File: src/rtl/sobel_edge_core.sv
// rtl/sobel_edge_core.sv - 3-stage Sobel |Gx|+|Gy| edge stage with RGB565 output; SOBEL_EDGE_CNT_EN builds the per-frame edge counter
module sobel_edge_core #(
    parameter int DW      = 8,
    parameter int THR_DEF = 12,
    parameter int CNT_W   = 20
) (
    input  logic              clk,
    input  logic              rst,
    input  logic              in_valid,
    output logic              in_ready,
    input  logic              in_sof,
    input  logic              in_eof,
    input  logic [DW-1:0]     p11,
    input  logic [DW-1:0]     p12,
    input  logic [DW-1:0]     p13,
    input  logic [DW-1:0]     p21,
    input  logic [DW-1:0]     p22,
    input  logic [DW-1:0]     p23,
    input  logic [DW-1:0]     p31,
    input  logic [DW-1:0]     p32,
    input  logic [DW-1:0]     p33,
    input  logic [DW+2:0]     thr,
    input  logic [1:0]        mode,
    output logic              out_valid,
    input  logic              out_ready,
    output logic              out_sof,
    output logic              out_eof,
    output logic [15:0]       out_data,
    output logic [CNT_W-1:0]  edge_cnt,
    output logic              edge_cnt_vld
);

    localparam int MW = DW + 3;
    localparam logic [MW-1:0] PMAX = {3'b000, {DW{1'b1}}};

    logic ce;
    logic accept_sof;

    logic signed [MW-1:0] w11, w12, w13, w21, w23, w31, w32, w33;
    logic signed [MW-1:0] gx_c, gy_c;
    logic [MW-1:0]        thr_c;
    logic [1:0]           mode_c;

    logic [MW-1:0] cfg_thr;
    logic [1:0]    cfg_mode;

    logic                 v1, sof1, eof1;
    logic signed [MW-1:0] gx1, gy1;
    logic [MW-1:0]        thr1;
    logic [1:0]           mode1;

    logic [MW-1:0] ax, ay, mag_c;

    logic          v2, sof2, eof2;
    logic [MW-1:0] mag2, thr2;
    logic [1:0]    mode2;

    logic        edge_c;
    logic [5:0]  s6;
    logic [15:0] grey, px_c;

    // Global stall: the whole pipe advances only when the output slot can move.
    assign ce         = out_ready | ~out_valid;
    assign in_ready   = ce;
    assign accept_sof = in_valid & in_sof;

    assign w11 = $signed({3'b000, p11});
    assign w12 = $signed({3'b000, p12});
    assign w13 = $signed({3'b000, p13});
    assign w21 = $signed({3'b000, p21});
    assign w23 = $signed({3'b000, p23});
    assign w31 = $signed({3'b000, p31});
    assign w32 = $signed({3'b000, p32});
    assign w33 = $signed({3'b000, p33});

    // Full-precision gradients and the config this beat will carry (sof beat uses its own).
    always_comb begin
        gx_c   = (w13 - w11) + ((w23 - w21) <<< 1) + (w33 - w31);
        gy_c   = (w11 - w31) + ((w12 - w32) <<< 1) + (w13 - w33);
        thr_c  = accept_sof ? thr  : cfg_thr;
        mode_c = accept_sof ? mode : cfg_mode;
    end

    // Frame config latched on an accepted sof beat.
    always_ff @(posedge clk) begin
        if (rst) begin
            cfg_thr  <= THR_DEF[MW-1:0];
            cfg_mode <= 2'b00;
        end else if (ce && accept_sof) begin
            cfg_thr  <= thr;
            cfg_mode <= mode;
        end
    end

    // Magnitude: |Gx| + |Gy|, cannot overflow MW bits.
    always_comb begin
        ax    = gx1[MW-1] ? MW'(-gx1) : MW'(gx1);
        ay    = gy1[MW-1] ? MW'(-gy1) : MW'(gy1);
        mag_c = ax + ay;
    end

    // Threshold and RGB565 formatting; grey level keeps only the top 6 bits of the saturated magnitude.
    always_comb begin
        edge_c = (mag2 > thr2);
        s6     = 6'd0;
        if (edge_c) begin
            s6 = (mag2 > PMAX) ? 6'h3F : mag2[DW-1 -: 6];
        end
        grey = {s6[5:1], s6, s6[5:1]};
        case (mode2)
            2'b00:   px_c = edge_c ? 16'h0000 : 16'hFFFF;
            2'b01:   px_c = grey;
            2'b10:   px_c = edge_c ? 16'hFFFF : 16'h0000;
            default: px_c = ~grey;
        endcase
    end

    // Pipeline registers S1 (gradients), S2 (magnitude), S3 (output pixel).
    always_ff @(posedge clk) begin
        if (rst) begin
            v1 <= 1'b0; sof1 <= 1'b0; eof1 <= 1'b0;
            gx1 <= '0; gy1 <= '0; thr1 <= '0; mode1 <= 2'b00;
            v2 <= 1'b0; sof2 <= 1'b0; eof2 <= 1'b0;
            mag2 <= '0; thr2 <= '0; mode2 <= 2'b00;
            out_valid <= 1'b0; out_sof <= 1'b0; out_eof <= 1'b0;
            out_data  <= 16'h0000;
        end else if (ce) begin
            v1    <= in_valid;
            sof1  <= in_valid & in_sof;
            eof1  <= in_valid & in_eof;
            gx1   <= gx_c;
            gy1   <= gy_c;
            thr1  <= thr_c;
            mode1 <= mode_c;
            v2    <= v1;
            sof2  <= sof1;
            eof2  <= eof1;
            mag2  <= mag_c;
            thr2  <= thr1;
            mode2 <= mode1;
            out_valid <= v2;
            out_sof   <= sof2;
            out_eof   <= eof2;
            out_data  <= px_c;
        end
    end

`ifdef SOBEL_EDGE_CNT_EN
    logic             edge_s3;
    logic [CNT_W-1:0] run_cnt, run_nxt;

    // Edge flag travels alongside the output pixel.
    always_ff @(posedge clk) begin
        if (rst) begin
            edge_s3 <= 1'b0;
        end else if (ce) begin
            edge_s3 <= edge_c;
        end
    end

    // Running count including the current output beat, saturating.
    always_comb begin
        run_nxt = run_cnt;
        if (edge_s3 && (run_cnt != {CNT_W{1'b1}})) begin
            run_nxt = run_cnt + 1'b1;
        end
    end

    // Count runs eof to eof; publish and clear on the eof handshake.
    always_ff @(posedge clk) begin
        if (rst) begin
            run_cnt      <= '0;
            edge_cnt     <= '0;
            edge_cnt_vld <= 1'b0;
        end else begin
            edge_cnt_vld <= 1'b0;
            if (out_valid && out_ready) begin
                if (out_eof) begin
                    edge_cnt     <= run_nxt;
                    edge_cnt_vld <= 1'b1;
                    run_cnt      <= '0;
                end else begin
                    run_cnt <= run_nxt;
                end
            end
        end
    end
`else
    assign edge_cnt     = '0;
    assign edge_cnt_vld = 1'b0;
`endif

endmodule

File: config.mk
export PLATFORM = sky130hd
export DESIGN_NAME = sobel_edge_core
export DESIGN_NICKNAME = d
export VERILOG_FILES = /design/src/rtl/sobel_edge_core.sv
export SDC_FILE = /design/constraint.sdc
export NUM_CORES = 1
export LEC_CHECK = 0
export CAP_MARGIN = 20
export CORE_ASPECT_RATIO = 0.8
export CORE_MARGIN = 5
export CORE_UTILIZATION = 32
export CTS_CLUSTER_SIZE = 25
export DETAILED_ROUTE_END_ITERATION = 10
export PLACE_DENSITY = 0.5
export SLEW_MARGIN = 20
export SYNTH_ARGS = -nofsm -noshare
export SYNTH_HDL_FRONTEND = slang
export SYNTH_SLANG_ARGS = --single-unit
File: constraint.sdc
create_clock -name clk -period 5 [get_ports clk]
set_input_delay 1.5 -clock clk [delete_from_list [all_inputs] [get_ports clk]]
set_output_delay 1.5 -clock clk [all_outputs]
set_load 0.01 [all_outputs]
==> run summary, run 1 <==
share of the synthesized area in the top cell type: 22.3%
dpl hpwl: 15700 um
final-report max-slew violation count: 0
DRT iter0 DRCs: 303
Post-synth top cells: nand2_1 (172), inv_1 (122), a21oi_1 (91), ha_1 (91), dfxtp_1 (87)
Slew HR: 43.8%
Post-Syn Instances: 1036
Cell Int Power: 2.84 mW
final design area excluding fillers: 0.00989 mm^2
Pwr per Cell Area: 496 mW/mm^2
routability cong.: 0.828
wirelength, routed: 19700 um
Data arrival, critical path: 5.07 ns
#FFs+latches synth: 87
Syn-to-layout area delta: 26.8%
Die W: 185 um
Final min period: 4.79 ns
starting density of the core: 32.2%
maximum vdd drop: 0.211 mV
Final period util: 95.8%
Post-Syn Area: 0.00780 mm^2
worst hold margin: 0.450 ns
Final Skew: 0.00846 ns
CTS tree: yes
Switching Fraction: 42.0%
RSZ-0062 raised after global routing: false
clk buf depth: 2
Post-CTS Hold Fix Bufs: 0
Clock Tree Root: clkbuf_16
synth unique cells: 50
DR vias/cell: 4.63
required time worst endpoint: 5.28 ns
EDFF count, synth: 0
ys flop type: dfxtp_1
Die ar.: 0.0276 mm^2
final setup margin: 0.209 ns
TritonCTS buffer count: 9
final net count: 1384
combinational fraction of design power: 66.7%
leakage power: 4.45 nW
Skew-Pair Late Insertion Delay: 0.34 ns
Overflow after GRT: 0
CP Capture Type: flip-flop
NetSw: 2.06 mW
DRC viols: 0
Die Y: 150 um
top post-synthesis cells by area: dfxtp_1 (22%), ha_1 (15%), nand2_1 (8.3%)
Placeable Area: 0.0242 mm^2
actual slew at the worst max-slew pin: 0.836 ns
post-CTS setup buffer count: 0
Max-Cap Viols: 0
Hold WC Path Type: flip-flop to flip-flop
crit path launch type: input port
clock power share: 12.8%
pre-CTS setup slack: -0.373 ns
Reg power frac: 20.6%
Final Setup Violations: 0
total track usage: 14.1%
fraction of registers with async set/reset: 0%
initial antenna violation count: 0
vias in the first global route: 6448
antenna-violating nets left: 0
biggest area consumer among synthesized cells: dfxtp_1
multi-input combinational cell area: 0.00544 mm^2
depth of the CTS H-tree: 3
Fmax: 209 MHz
fraction of layout cells with a size suffix above 1: 10.8%
worst-path maximum fanout: 4
largest net degree at the start of global routing: 63
final-report hold violation count: 0
PortBufs: 102
Clock transition at path regs: 0.07 ns
DR WL/cell: 13.1 um
Post-Place Cell Area: 0.00947 mm^2
CP Class: input port to flip-flop
FP Rows: 51
# fillers: 2542
outcome: completed
Avg Inst Size Synth: 7.53 um^2
Yosys Warn Count: 0
first-pass GRT wire length: 31700 um
clock net sink count: 87
I/O Pins: 132
DR vias: 6940
Pre-antenna DRT Iters: 5
Sequential Area: 0.00174 mm^2
top-count cell post-synth: nand2_1
sequential element share of the synthesized area: 22.3%
## power groups by stage
stage / Sequential [mW] / Combinational [mW] / Clock (mW)
final: 1.01 / 3.27 / 0.626
after global routing: 1.03 / 3.71 / 0.675
after CTS: 1.01 / 3.15 / 0.649
after detailed placement: 1.02 / 3.13 / 0
after global placement: 1.02 / 3.10 / 0
after floorplan: 0.968 / 2.22 / 0
## flip-flops by register name, indices dropped and copies added, names as in the netlist, 2 cells and up
signal,flops
mode1,2
mag2,11
gx1,11
thr1,11
gy1,11
out_data,6
mode2,2
cfg_mode,2
cfg_thr,11
thr2,11
## critical path, stage by stage
cell             delay, ns
clkdlybuf4s50_1       0.54
inv_1                 0.11
ha_1                  0.29
nor2b_1               0.13
o21ai_1               0.16
a21boi_0              0.11
o21ai_1               0.18
a21oi_1               0.11
xnor2_1               0.32
fa_1                  0.45
inv_1                 0.11
ha_4                  0.22
a21oi_2               0.16
o211ai_1              0.12
nand2_2               0.10
buf_4                 0.11
xnor2_1               0.10
nand2_1               0.10
a21oi_2               0.14
## cell type report
cell class              instances  share of cell area [%]
diodes                          1                  0.0253
clock buffers                  11                    2.45
clock inverters                 5                   0.342
inverters                     123                    4.67
multi-input cells             779                    55.0
flip-flops and latches         87                    17.6
well taps                     318                    4.02
repair buffers                175                    15.9
## routing by layer
| metal | global-route usage [%] | share of wire, % |
|---|---|---|
| met4 | 2.29 | 0.40 |
| met5 | 0 | 0 |
| met3 | 1.90 | 3.7 |
| met1 | 21.4 | 52 |
| met2 | 21.5 | 44 |
## per-stage QoR
stage / setup TNS [ns] / total power, mW / cells / util [%]
5_1_grt: 0 / 5.42 / 1498 / 40.9
2_1_floorplan: 0 / 3.19 / 1056 / -
3_5_place_dp: -3.09 / 4.15 / 1482 / 39.2
4_1_cts: 0 / 4.81 / 1498 / 40.3
6_report: 0 / 4.90 / 1499 / 40.9
3_3_place_gp: -2.80 / 4.12 / 1482 / 39.2
## kinds of logic after synthesis
group                    count (synthesis)  synth area share (%)
adder cells (fa/ha/maj)                118                  21.5
AND/OR/NAND/NOR                        335                  19.3
AO/OA/AOI/OAI                          230                  17.7
XOR/XNOR                                72                  8.09
multiplexers                             3                 0.401
flip-flops                              87                  22.3
buffers and inverters                  190                  10.7
other                                    1                0.0481
## what timing repair did
item                       4_1_cts  5_1_grt
gates cloned                     0        0
pin swaps                        0        9
setup endpoints to repair        2       10
resized for setup                4       36
## cells in the final DEF, fill, tap and decap left out, types with 14 or more instances in the layout
master,count
conb_1,21
buf_4,73
xnor2_1,44
o21ai_0,52
clkdlybuf4s50_1,99
nand2_1,171
dfxtp_1,87
nand2b_1,14
nor2_1,67
inv_1,119
a311oi_1,15
nand3_1,25
ha_1,86
a21oi_1,80
xor2_1,26
fa_1,27
## final timing paths
check / slack (ns) / cells after the start / endpoint / start
worst max-delay path: 0.21 / 19 / gx1[8]$_SDFFE_PP0N_ / p11[1]
worst min-delay path: 0.45 / 2 / eof1$_SDFFE_PP0N_ / eof1$_SDFFE_PP0N_
worst max register to register: 2.06 / 11 / mag2[10]$_SDFFE_PP0N_ / gy1[2]$_SDFFE_PP0N_
worst min register to register: 0.45 / 2 / eof1$_SDFFE_PP0N_ / eof1$_SDFFE_PP0N_
Power figures use the tool's default switching activity.
==> run 2: changes to the inputs <==
--- a/config.mk
+++ b/config.mk
@@ -7,7 +7,6 @@
 export LEC_CHECK = 0
 export CAP_MARGIN = 20
 export CORE_ASPECT_RATIO = 0.8
-export CORE_MARGIN = 5
 export CORE_UTILIZATION = 32
 export CTS_CLUSTER_SIZE = 25
 export DETAILED_ROUTE_END_ITERATION = 10
==> run 2 against run 1 <==
  * Register-to-register slack about the same
  * Design area shrank 0.19%
  * Utilization rose by 0.85 points
  * Largest power group unchanged
  * Worst hold slack better by 0.0017 ns
  * Critical path type unchanged
==> run summary, run 2 (synthesis gave the netlist of run 1 again) <==
outcome: completed
vias in the first global route: 6507
Die Y: 142 um
NetSw: 2.04 mW
Clock Tree Root: clkbuf_16
wirelength, routed: 19200 um
Syn-to-layout area delta: 26.6%
CP Class: input port to flip-flop
actual slew at the worst max-slew pin: 0.843 ns
Skew-Pair Late Insertion Delay: 0.35 ns
leading cell type in the layout, fill and taps excluded: nand2_1
maximum vdd drop: 0.212 mV
combinational fraction of design power: 65.7%
antenna fix cells: 0
depth of the CTS H-tree: 3
DRT iter0 DRCs: 281
Cell Int Power: 2.80 mW
final setup margin: 0.192 ns
Placeable Area: 0.0236 mm^2
dpl hpwl: 15400 um
Final Setup Violations: 0
Die W: 177 um
Die ar.: 0.0250 mm^2
TritonCTS buffer count: 9
leakage power: 4.46 nW
Core Util, Final: 41.7%
largest net degree at the start of global routing: 66
Pwr per Cell Area: 491 mW/mm^2
met2 Use GR: 24.2%
DR vias: 6915
DR WL/cell: 12.9 um
Slew HR: 43.3%
post-route setup TNS: 0 ns
Hold WC Path Type: flip-flop to flip-flop
Reg power frac: 20.7%
pre-CTS setup slack: -0.384 ns
Fmax: 208 MHz
routing usage on met3: 2.41%
grt peak-use layer: met2
antenna-violating nets left: 0
clock net sink count: 87
worst-path maximum fanout: 4
Overflow after GRT: 0
Switching Fraction: 42.2%
fraction of layout cells with a size suffix above 1: 10.6%
Clock transition at path regs: 0.07 ns
RSZ-0062 raised after global routing: false
Final Skew: 0.00764 ns
routability cong.: 0.818
clock power share: 13.6%
clk buf depth: 2
crit path launch type: input port
final design area excluding fillers: 0.00987 mm^2
Data arrival, critical path: 5.04 ns
met1 Track Usage GR: 23.9%
Final min period: 4.81 ns
DR vias/cell: 4.64
Pre-antenna DRT Iters: 4
total track usage: 15.9%
final-report max-slew violation count: 0
final net count: 1383
Post-Place Cell Area: 0.00946 mm^2
FP Rows: 50
I/O Pins: 132
CTS tree: yes
initial antenna violation count: 0
Post-Layout Cell Count: 1491
most frequent cells in the layout: nand2_1 (172), inv_1 (120), clkdlybuf4s50_1 (98)
Final period util: 96.2%
DRC viols: 0
Max-Cap Viols: 0
first-pass GRT wire length: 32300 um
CP Capture Type: flip-flop
starting density of the core: 33.0%
dpl cells: 1475
required time worst endpoint: 5.23 ns
final-report hold violation count: 0
PortBufs: 102
-- run 2: cell types whose count changed in the layout (fill, tap and decap cells not counted), sizes merged --
cell | previous run | this run
buf | 74 | 73
inv | 122 | 127
dlymetal6s2s | 2 | 3
diode | 1 | 0
clkinv | 4 | 1
clkbuf | 11 | 9
clkdlybuf4s50 | 99 | 98
-- run 2: power groups by stage --
stage,sequential [mW],clock (mW),combinational (mW)
final,1.01,0.658,3.18
after global routing,1.03,0.709,3.65
after CTS,1.01,0.677,3.11
after detailed placement,1.02,0,3.09
after global placement,1.02,0,3.07
after floorplan,0.968,0,2.22
-- run 2: area by class of cell --
class,count,area (um^2)
timing repair buffer,174,1560
clock buffer,9,225
clock inverter,7,63.8
fill,2459,13800
multi-input combinational,779,5430
tap,312,390
inverter,123,462
sequential,87,1740
-- run 2: per-layer routing --
layer | wire length, um | vias up
met1 | 10300 | 3147
li1 | - | 3667
met3 | 559 | 10
met5 | 0 | -
met4 | 95 | 0
met2 | 8190 | 91
-- run 2: repair_timing --
item / 4_1_cts / 5_1_grt
endpoints found under the hold margin: 0 / 0
pin swaps: 0 / 9
setup endpoints to repair: 2 / 9
setup buffers: 0 / 0
hold buffers: 0 / 0
resized for setup: 3 / 40
-- run 2: metrics by stage --
step / hold slack (ns) / power, mW
5_1_grt: 0.474 / 5.39
6_report: 0.451 / 4.85
3_3_place_gp: 0.440 / 4.09
2_1_floorplan: 0.432 / 3.19
3_5_place_dp: 0.445 / 4.12
4_1_cts: 0.452 / 4.80
-- run 2: path summary, 6_finish.rpt --
path                   startpoint                    to  slack [ns]  cells after the start
max reg2reg   gy1[2]$_SDFFE_PP0N_  mag2[9]$_SDFFE_PP0N_        2.05                     10
max                        p31[1]   gx1[9]$_SDFFE_PP0N_        0.19                     16
min          thr2[3]$_SDFFE_PP0N_  thr2[3]$_SDFFE_PP0N_        0.45                      2
min reg2reg  thr2[3]$_SDFFE_PP0N_  thr2[3]$_SDFFE_PP0N_        0.45                      2
-- run 2: worst max-delay path, stage by stage --
cell and delay, ns:
clkdlybuf4s50_1 0.51, inv_2 0.09, buf_4 0.14, fa_1 0.45, nand2_1 0.07, nand2_1 0.05, a21oi_1 0.21, o21bai_1 0.10
a21oi_2 0.20, o21a_1 0.20, fa_1 0.43, ha_1 0.22, or3_1 0.38, a311oi_2 0.23, nor3_1 0.08, nand3b_1 0.16
==> run 3: changes to the inputs <==
--- a/config.mk
+++ b/config.mk
@@ -10,6 +10,7 @@
 export CORE_UTILIZATION = 32
 export CTS_CLUSTER_SIZE = 25
 export DETAILED_ROUTE_END_ITERATION = 10
+export GPL_TIMING_DRIVEN = 0
 export PLACE_DENSITY = 0.5
 export SLEW_MARGIN = 20
 export SYNTH_ARGS = -nofsm -noshare
==> run 3 against run 2 <==
  * Routed wire length grew 11%
  * Critical endpoint is now in_ready
  * Maximum frequency shrank 2.0%
  * Via count grew 0.72%
  * Clock power grew 1%
  * Count of clock-buffer cells in the layout is the same
  * Global-route usage grew 1.8 points
  * Highest routed layer unchanged
  * Die area is the same
  * Power shrank 0.34%
  * Combinational power is essentially flat
  * Worst setup slack lost 0.098 ns
==> run summary, run 3 (synthesis gave the netlist of run 1 again) <==
outcome: completed
worst hold margin: 0.452 ns
total track usage: 17.7%
wirelength, routed: 21300 um
DR vias: 6965
multi-input combinational cell area: 0.00549 mm^2
final-report hold violation count: 0
leading cell type in the layout, fill and taps excluded: nand2_1
dpl cells: 1469
DRT iter0 DRCs: 332
fraction of layout cells with a size suffix above 1: 8.84%
crit path launch type: input port
Final Setup Violations: 0
final design area excluding fillers: 0.00978 mm^2
RSZ-0062 raised after global routing: true
FP Rows: 50
Post-Layout Cell Count: 1488
Final period util: 98.1%
Placeable Area: 0.0236 mm^2
maximum vdd drop: 0.224 mV
worst-path maximum fanout: 10
starting density of the core: 33.0%
Clock Tree Root: clkbuf_16
most frequent cells in the layout: nand2_1 (172), inv_1 (118), clkdlybuf4s50_1 (96)
DRC viols: 0
WHS Path Cells: 2
actual slew at the worst max-slew pin: 0.779 ns
CP Class: input port to primary output
leakage power: 4.34 nW
Die W: 177 um
Clock transition at path regs: 0.07 ns
CTS tree: yes
Syn-to-layout area delta: 25.5%
antenna-violating nets left: 0
Sequential Area: 0.00174 mm^2
Die Y: 142 um
flop-to-flop setup slack: 1.91 ns
Reg2Reg Depth: 11
CP Capture Type: primary output
largest net degree at the start of global routing: 18
clk buf depth: 2
Data arrival, critical path: 3.41 ns
initial antenna violation count: 0
final net count: 1380
Slew HR: 47.7%
post-route setup TNS: 0 ns
first-pass GRT wire length: 34800 um
Post-Place Cell Area: 0.00927 mm^2
Overflow after GRT: 0
DR vias/cell: 4.68
required time worst endpoint: 3.50 ns
Pre-antenna DRT Iters: 4
Final min period: 4.91 ns
TritonCTS buffer count: 9
Max-Cap Viols: 0
dpl hpwl: 17500 um
I/O Pins: 132
Die ar.: 0.0250 mm^2
Fmax: 204 MHz
routability cong.: 0.850
vias in the first global route: 6726
# fillers: 2506
Post-CTS Hold Fix Bufs: 0
Hold WC Path Type: flip-flop to flip-flop
Final Skew: 0.00881 ns
final-report max-slew violation count: 0
Pwr per Cell Area: 494 mW/mm^2
final setup margin: 0.0941 ns
pre-CTS setup slack: -0.624 ns
depth of the CTS H-tree: 3
DR WL/cell: 14.3 um
antenna fix cells: 0
PortBufs: 101
clock net sink count: 87
Skew-Pair Late Insertion Delay: 0.35 ns
run 3: repair_timing:
item                                   CTS  global route
resized for setup                       23            43
setup buffers                            0             3
setup endpoints to repair                8             9
endpoints found under the hold margin    0             0
gates cloned                             0             0
pin swaps                                6            21
run 3: worst max-delay path, stage by stage:
cell and delay (ns):
clkdlybuf4s50_1 0.46, nor2b_1 0.04, clkbuf_2 0.23, inv_2 0.18, buf_4 0.21, buf_4 0.23, clkdlybuf4s50_1 0.57
run 3: cell type report:
cell class | count | area share [%]
multi-input cells | 779 | 56.1
well taps | 312 | 3.99
inverters | 123 | 4.72
flip-flops and latches | 87 | 17.8
clock buffers | 9 | 2.30
plain buffers | 67 | 3.85
repair buffers | 104 | 10.6
clock inverters | 7 | 0.614
run 3: path summary, 6_finish.rpt:
check / from / end
max reg2reg: gy1[2]$_SDFFE_PP0N_ / mag2[10]$_SDFFE_PP0N_
min: thr2[3]$_SDFFE_PP0N_ / thr2[3]$_SDFFE_PP0N_
min reg2reg: thr2[3]$_SDFFE_PP0N_ / thr2[3]$_SDFFE_PP0N_
max: out_ready / in_ready
run 3: where the power goes:
group | switching (mW) | internal [mW] | total, mW | leakage (nW)
Clock | 0.317 | 0.349 | 0.666 | 0.144
Combinational | 1.69 | 1.49 | 3.18 | 3.48
Sequential | 0.138 | 0.847 | 0.985 | 0.718
run 3: per-layer routing:
metal,vias to the layer above,share of wire (%),GRT usage [%]
li1,3663,-,-
met1,3187,55,26.8
met2,100,42,26.8
met3,15,2.8,2.14
met4,0,0.73,2.72
met5,-,0,0
run 3: stage by stage:
stage                     util (%)  total power, mW
after floorplan                  -             3.19
after CTS                     40.7             4.70
final                         41.4             4.83
after global routing          41.4             5.32
after global placement        39.2             3.97
after detailed placement      39.2             3.98
